[config.mk]
export PLATFORM = sky130hd
export DESIGN_NAME = uart_transmitter
export DESIGN_NICKNAME = d
export VERILOG_FILES = /design/src/rtl/uart_transmitter.sv
export SDC_FILE = /design/constraint.sdc
export NUM_CORES = 1
export LEC_CHECK = 0
export CAP_MARGIN = 20
export CELL_PAD_IN_SITES_DETAIL_PLACEMENT = 1
export CELL_PAD_IN_SITES_GLOBAL_PLACEMENT = 2
export CORE_UTILIZATION = 33
export DETAILED_ROUTE_END_ITERATION = 12
export PLACE_DENSITY = 0.81
export RECOVER_POWER = 25
export SYNTH_ARGS = -nofsm -noshare
export SYNTH_HDL_FRONTEND = slang
export SYNTH_SLANG_ARGS = --single-unit
[constraint.sdc]
create_clock -name clk -period 1.8 [get_ports clk]
set_clock_uncertainty 0.05 [all_clocks]
set_input_delay 0.27 -clock clk [delete_from_list [all_inputs] [get_ports clk]]
set_output_delay 0.27 -clock clk [all_outputs]
set_load 0.03 [all_outputs]
[src/rtl/uart_transmitter.sv]
// 8N1/8N2 UART serializer fed by the coordinator's transmit_byte/transmit_ready handshake.
// The line output is a flop; transmit_available is a decode of the idle state.
module uart_transmitter #(
  parameter int CLKS_PER_BIT = 434,
  parameter int STOP_BITS    = 1
) (
  input  logic       clk,
  input  logic       reset,
  input  logic [7:0] transmit_byte,
  input  logic       transmit_ready,
  output logic       transmit_available,
  output logic       uart_tx
);

  localparam int BW = (CLKS_PER_BIT < 2) ? 1 : $clog2(CLKS_PER_BIT);
  localparam logic [BW-1:0] BAUD_LAST = BW'(CLKS_PER_BIT - 1);
  localparam logic [BW-1:0] BAUD_ONE  = BW'(1);
  localparam logic [BW-1:0] BAUD_ZERO = BW'(0);
  localparam logic [2:0]    DATA_LAST = 3'd7;
  localparam logic [2:0]    STOP_LAST = 3'(STOP_BITS - 1);

  localparam logic [1:0] IDLE  = 2'd0;
  localparam logic [1:0] START = 2'd1;
  localparam logic [1:0] DATA  = 2'd2;
  localparam logic [1:0] STOP  = 2'd3;

  generate
    if (CLKS_PER_BIT < 2 || STOP_BITS < 1 || STOP_BITS > 2) begin : g_param_guard
      $error("uart_transmitter: CLKS_PER_BIT must be >= 2 and STOP_BITS must be 1 or 2");
    end
  endgenerate

  logic [1:0]    state_r;
  logic [BW-1:0] baud_cnt_r;
  logic [2:0]    bit_cnt_r;
  logic [7:0]    shift_r;
  logic          uart_tx_r;
  logic          baud_done_s;

  assign baud_done_s        = (baud_cnt_r == BAUD_LAST);
  assign transmit_available = (state_r == IDLE);
  assign uart_tx            = uart_tx_r;

  // Frame sequencer: the line level for each bit is registered at the bit boundary.
  always_ff @(posedge clk or negedge reset) begin
    if (!reset) begin
      state_r    <= IDLE;
      baud_cnt_r <= BAUD_ZERO;
      bit_cnt_r  <= 3'd0;
      shift_r    <= 8'h00;
      uart_tx_r  <= 1'b1;
    end else begin
      case (state_r)
        IDLE: begin
          if (transmit_ready) begin
            shift_r    <= transmit_byte;
            state_r    <= START;
            baud_cnt_r <= BAUD_ZERO;
            bit_cnt_r  <= 3'd0;
            uart_tx_r  <= 1'b0;
          end else begin
            uart_tx_r  <= 1'b1;
          end
        end
        START: begin
          if (baud_done_s) begin
            state_r    <= DATA;
            baud_cnt_r <= BAUD_ZERO;
            bit_cnt_r  <= 3'd0;
            uart_tx_r  <= shift_r[0];
            shift_r    <= {1'b0, shift_r[7:1]};
          end else begin
            baud_cnt_r <= baud_cnt_r + BAUD_ONE;
          end
        end
        DATA: begin
          if (baud_done_s) begin
            baud_cnt_r <= BAUD_ZERO;
            if (bit_cnt_r == DATA_LAST) begin
              state_r   <= STOP;
              bit_cnt_r <= 3'd0;
              uart_tx_r <= 1'b1;
            end else begin
              bit_cnt_r <= bit_cnt_r + 3'd1;
              uart_tx_r <= shift_r[0];
              shift_r   <= {1'b0, shift_r[7:1]};
            end
          end else begin
            baud_cnt_r <= baud_cnt_r + BAUD_ONE;
          end
        end
        STOP: begin
          if (baud_done_s) begin
            baud_cnt_r <= BAUD_ZERO;
            if (bit_cnt_r == STOP_LAST) begin
              state_r   <= IDLE;
              bit_cnt_r <= 3'd0;
            end else begin
              bit_cnt_r <= bit_cnt_r + 3'd1;
            end
          end else begin
            baud_cnt_r <= baud_cnt_r + BAUD_ONE;
          end
        end
        default: begin
          state_r    <= IDLE;
          baud_cnt_r <= BAUD_ZERO;
          bit_cnt_r  <= 3'd0;
          uart_tx_r  <= 1'b1;
        end
      endcase
    end
  end

endmodule

---- Yosys cells after proc, flatten, opt, wreduce, memory -nomap -nowiden ----
Index checks and enable logic that the tools add are counted.
operators by class
  reduce and logical (&&, ||, !) cells .... 8
  bitwise gates (word level) .............. 0
  shift-type cells ........................ 0
  add/sub/neg operators ................... 2
  multipliers ............................. 0
  equal/unequal tests ..................... 12
  divide/modulo/power cells ............... 0
  magnitude comparators ................... 0
  multiplexer cells ....................... 27
operators by type and width
  kind                 number
  $mux 8               4
  $pmux 8 s3           1
  $mux 3               6
  $mux 9               2
  $pmux 9 s2           1
  $ne 2x2->1 const B   7
  $mux 2               6
  $pmux 3 s4           1
  $add 9x1->9 const B  1
  $eq 9x9->1 const B   1
  $pmux 2 s4           1
  $reduce_and 6->1     1
  $reduce_and 5->1     1
  $eq 2x2->1 const B   2
  $mux 1               4
  $reduce_and 4->1     1
  $add 3x1->3 const B  1
  $eq 3x3->1 const B   1
  $logic_not 3->1      1
  $pmux 1 s3           1
  $reduce_and 3->1     1
  $reduce_bool 3->1    1
  $reduce_or 3->1      1
  $eq 2x1->1 const B   1
  $logic_not 2->1      1
storage, ports and cells
  bits in writable memories ............... 0
  bits in latches ......................... 0
  memories kept ........................... 0
  output and inout bits ................... 2
  input bits .............................. 11
  logic and storage cells ................. 54
  register bits after elaboration ......... 23
  memory bits (read-only) ................. 0

---- Longest topological paths before layout ----
  depth after elaboration ................. 4
  mapped depth ............................ 7
  depth with buffers taken out ............ 6

---- Worst setup path before layout ----
No wires, ideal clock.
  path type ............................... reg-to-reg
  from .................................... reg state_r[0]
  to ...................................... reg shift_r[0]
  clock period less this slack ............ 1966 ps
  stages on the path, launching flop included .. 7
  arrival time ............................ 1791 ps
  setup slack ............................. -166 ps
  cell sequence ........................... dfrtp_1 inv_1 ha_1 clkbuf_1 or2_2 o2111ai_4 mux2_2
between the ends
  longest elaborated chain between the ends .. 3
RTL lines
  what                                                              RTL line  text
  from (decl)                                                       33        logic [1:0] state_r;
  from (signal assigned)                                            47        state_r <= IDLE;
  from (signal assigned)                                            57        state_r <= START;
  from (signal assigned)                                            67        state_r <= DATA;
  $eq 2x2->1, or another cell as far along                          53        case (state_r)
  $ne 2x2->1 (no source line) or $reduce_bool 3->1 (tied branches)  -
  $reduce_and 5->1 (no source line)                                 -
  to (signal assigned)                                              56        shift_r <= transmit_byte;
  to (signal assigned)                                              71        shift_r <= {1'b0, shift_r[7:1]};
  to (signal assigned)                                              86        shift_r <= {1'b0, shift_r[7:1]};
  to (decl)                                                         36        logic [7:0] shift_r;
Parallel ways exist; a longest one is shown, timed or not.
A chain may end at the register's enable or synchronous reset.

---- Worst setup path in the final report ----
  from .................................... reg baud_cnt_r[3]
  to ...................................... reg shift_r[0]
between the ends
  longest elaborated chain between the ends .. 3
RTL lines
  what                                   RTL line  text
  from (decl)                            34        logic [BW-1:0] baud_cnt_r;
  from (signal assigned)                 73        baud_cnt_r <= baud_cnt_r + BAUD_ONE;
  from (signal assigned)                 89        baud_cnt_r <= baud_cnt_r + BAUD_ONE;
  from (signal assigned)                 102       baud_cnt_r <= baud_cnt_r + BAUD_ONE;
  $eq 9x9->1 (*)                         40        assign baud_done_s = (baud_cnt_r == BAUD_LAST);
  $ne 2x2->1 (no source line)            -
  $reduce_and 5->1 (no source line) (*)  -
Mark *: on every way between the ends. The rest lies on a longest branch, timed or not.

==> results.toml <==
[clock_network]
clk_latency_ps = 270
cts_sinks = 23
tritoncts = "done"
cts_hold_buffers = 0
numCtsBuffers = 3
cts_root_buffer = "clkbuf_8"
h-tree-depth = 1
clockBufferDepth = 2
clk_pin_slew_worst_paths_ps = 90

[synth]
synth_top_area_cell = "dfrtp_1"
yosys_warnings = 0
seq_area_frac_synth_pct = 41.80
synth_flop_cell = "dfrtp_1"
synth_seq_cells = 23
synth_top_area_share_pct = 39.89
synth.most_common_cell = "dfrtp_1"
synth_common_cells = "dfrtp_1 (22), mux2_2 (20), ha_1 (10), nand2_1 (7), o21ai_0 (7)"
postSynthCellCount = 127
async_reset_ff_share_pct = 100.0
ys_top_cells_by_area = "dfrtp_1 (40%), mux2_2 (16%), ha_1 (9.1%), nand2b_1 (2.7%), o21ai_0 (2.5%)"
synth_edf_count = 0
synth_area_um2 = 1380
avgSynthCellArea_um2 = 10.87
synth.distinct_cells = 35
syn-num-nets = 148

[layout]
n_antenna_cell = 0
area_growth_syn_to_layout_pct = 36.54
drive_above_1_share_pct = 43.29
finish.instance_area_um2 = 1884
stdcell_count = 214
nets = 186

[timing]
fmax_mhz = 514.8
finalCriticalPeriod_ps = 1943
finalMaxSlewViolations = 0
rsz0062_at_grt = "yes"
period_share_pct = 107.9
final.setup.tns_ps = -1880
relSlewSlack_pct = 60.40
report.final.setup_viol = 21
hold-worst-slack_ps = 469.3
worst_pin_slew_ps = 594.0
fin_ws_ps = -142.6
timing.final.hold_violations = 0

[critical_path]
worstPathArrival_ps = 2060
critPathCaptureType = "flop"
critPathKind = "reg2reg"
rrSetupSlack_ps = -140
reg2reg_from = "baud_cnt_r[3]"
critPathSlowestCell = "or4b_4"
crit_chain = "or4b_4, o22ai_4, o2111ai_4, mux2_4"
crit_family = "simple AND/OR/NAND/NOR gates"
start_kind = "flop"
startpoint = "baud_cnt_r[3]"
path_buf_inv = 0
crit_path_max_incr_delay_ps = 580
cp_max_fo = 8
required_ps = 1910

[floorplanning]
die_w_um = 66.67
die_area_um2 = 4445
fp.dieH_um = 66.67
start_util_pct = 34.50
row_count = 23
core_um2 = 4000
ioPinCount = 13

[placement]
gp_congestion = 0.7818
placed_area_um2 = 1767
dp.final_hpwl_um = 2581
portBuffers = 12
pre_cts_slack_ps = -147.7
dp_cells = 208

[routing]
routedWlPerCell_um = 16.21
drt_iter0_markers = 24
routed_wl_um = 3470
ant_nets = 0
drc = 0
num_vias = 1087
via_per_inst = 5.079
dr.pass1.iters = 4

[global_route]
grt_max_degree = 24
grt_overflow = 0
grt_usage_pct = 17.25
grt_pass1_vias = 1135
grt_pass1_wl_um = 5575
antenna_found_initial = 0

[power]
powerDensity_nw_per_um2 = 1851
ir_drop_v = 0.001044
power.leakage_uw = 0.0008297

[hold_path]
worst_hold_path_type = "in2async"

[flow_run]
drv_cap = 0

[run_status]
violations = "negative setup slack"
status = "finished, violations left"
[final cells by class]
class / instances / area (µm²)
fillers: 444 / 2116
flip-flops and latches: 23 / 578.1
repair buffers: 37 / 302.8
inverters: 6 / 22.52
clock buffers: 3 / 41.29
multi-input cells: 94 / 869.6
well taps: 50 / 62.56
clock inverters: 1 / 7.507
[logic make-up (layout without fill, tap and decap cells)]
group           Yosys count  in the layout  share of synthesized area [%]
simple gates             37             37                          15.14
compound gates           25             25                          13.51
flops                    23             23                          41.80
mux                      21             21                          17.04
fa+ha+maj                10             10                          9.066
buf+inv                  10             47                          2.810
xor+xnor                  1              1                         0.6347
[worst register-to-register path, stage by stage (launching register included)]
cell and delay [ps]:
dfrtp_1 380, or4b_4 580, o22ai_4 150, o2111ai_4 290
mux2_4 380
[cells in the final DEF, fill, tap and decap left out, types with 2 or more instances in the layout]
cell	netlist	final
mux2_4	0	8
ha_2	0	2
dfrtp_1	22	21
a31oi_1	2	2
buf_4	0	23
a21oi_1	6	4
o31ai_1	2	2
nor2_1	4	3
nand2b_1	6	6
mux2_2	20	12
nand2_1	7	6
nand3_1	4	3
a21oi_2	0	2
o21ai_0	7	5
o21ai_1	0	2
or4_1	2	2
nor2b_1	4	4
inv_1	6	5
ha_1	10	7
clkdlybuf4s50_1	0	9
nand4_1	2	2
clkbuf_2	0	2
clkbuf_8	0	3
[flip-flops by register name, summed over array words and instances (netlist names)]
signal / flops
baud_cnt_r: 9
bit_cnt_r: 3
shift_r: 8
state_r: 2
uart_tx: 1
[layer usage]
metal / part of all wire [%] / up-vias / global-route usage, % / routed length (µm)
li1: - / 528 / - / -
met1: 45 / 541 / 21.12 / 1564
met2: 52 / 13 / 30.56 / 1801
met3: 1.7 / 5 / 2.568 / 60
met4: 1.3 / 0 / 5.585 / 44
met5: 0 / - / 0 / 0
[power by group]
| part | switching [µW] | total [µW] | internal [µW] |
|---|---|---|---|
| sequential | 148 | 894 | 746 |
| combinational | 994 | 2250 | 1260 |
| clock | 185 | 342 | 157 |
| total | 1330 | 3490 | 2160 |
[what timing repair did]
item	CTS	global route
gates resized for setup	11	9
buffers inserted	1	1
pin swaps	3	2
endpoints found under the setup margin	20	24
[per-stage QoR]
stage	utilization, %	total power, µW
after floorplan	-	2395
after global placement	44.17	2953
after detailed placement	44.17	3083
after CTS	46.26	3469
after global routing	47.11	3731
final	47.11	3489
[final timing paths]
check                                end  depth (start not counted)
max                           shift_r[0]                          4
min                        baud_cnt_r[0]                          2
max reg2reg                   shift_r[0]                          4
min reg2reg                   shift_r[3]                          1
max in group asynchronous     state_r[1]                          2
min in group clk              shift_r[3]                          1
(Power assumes the default switching activity.)
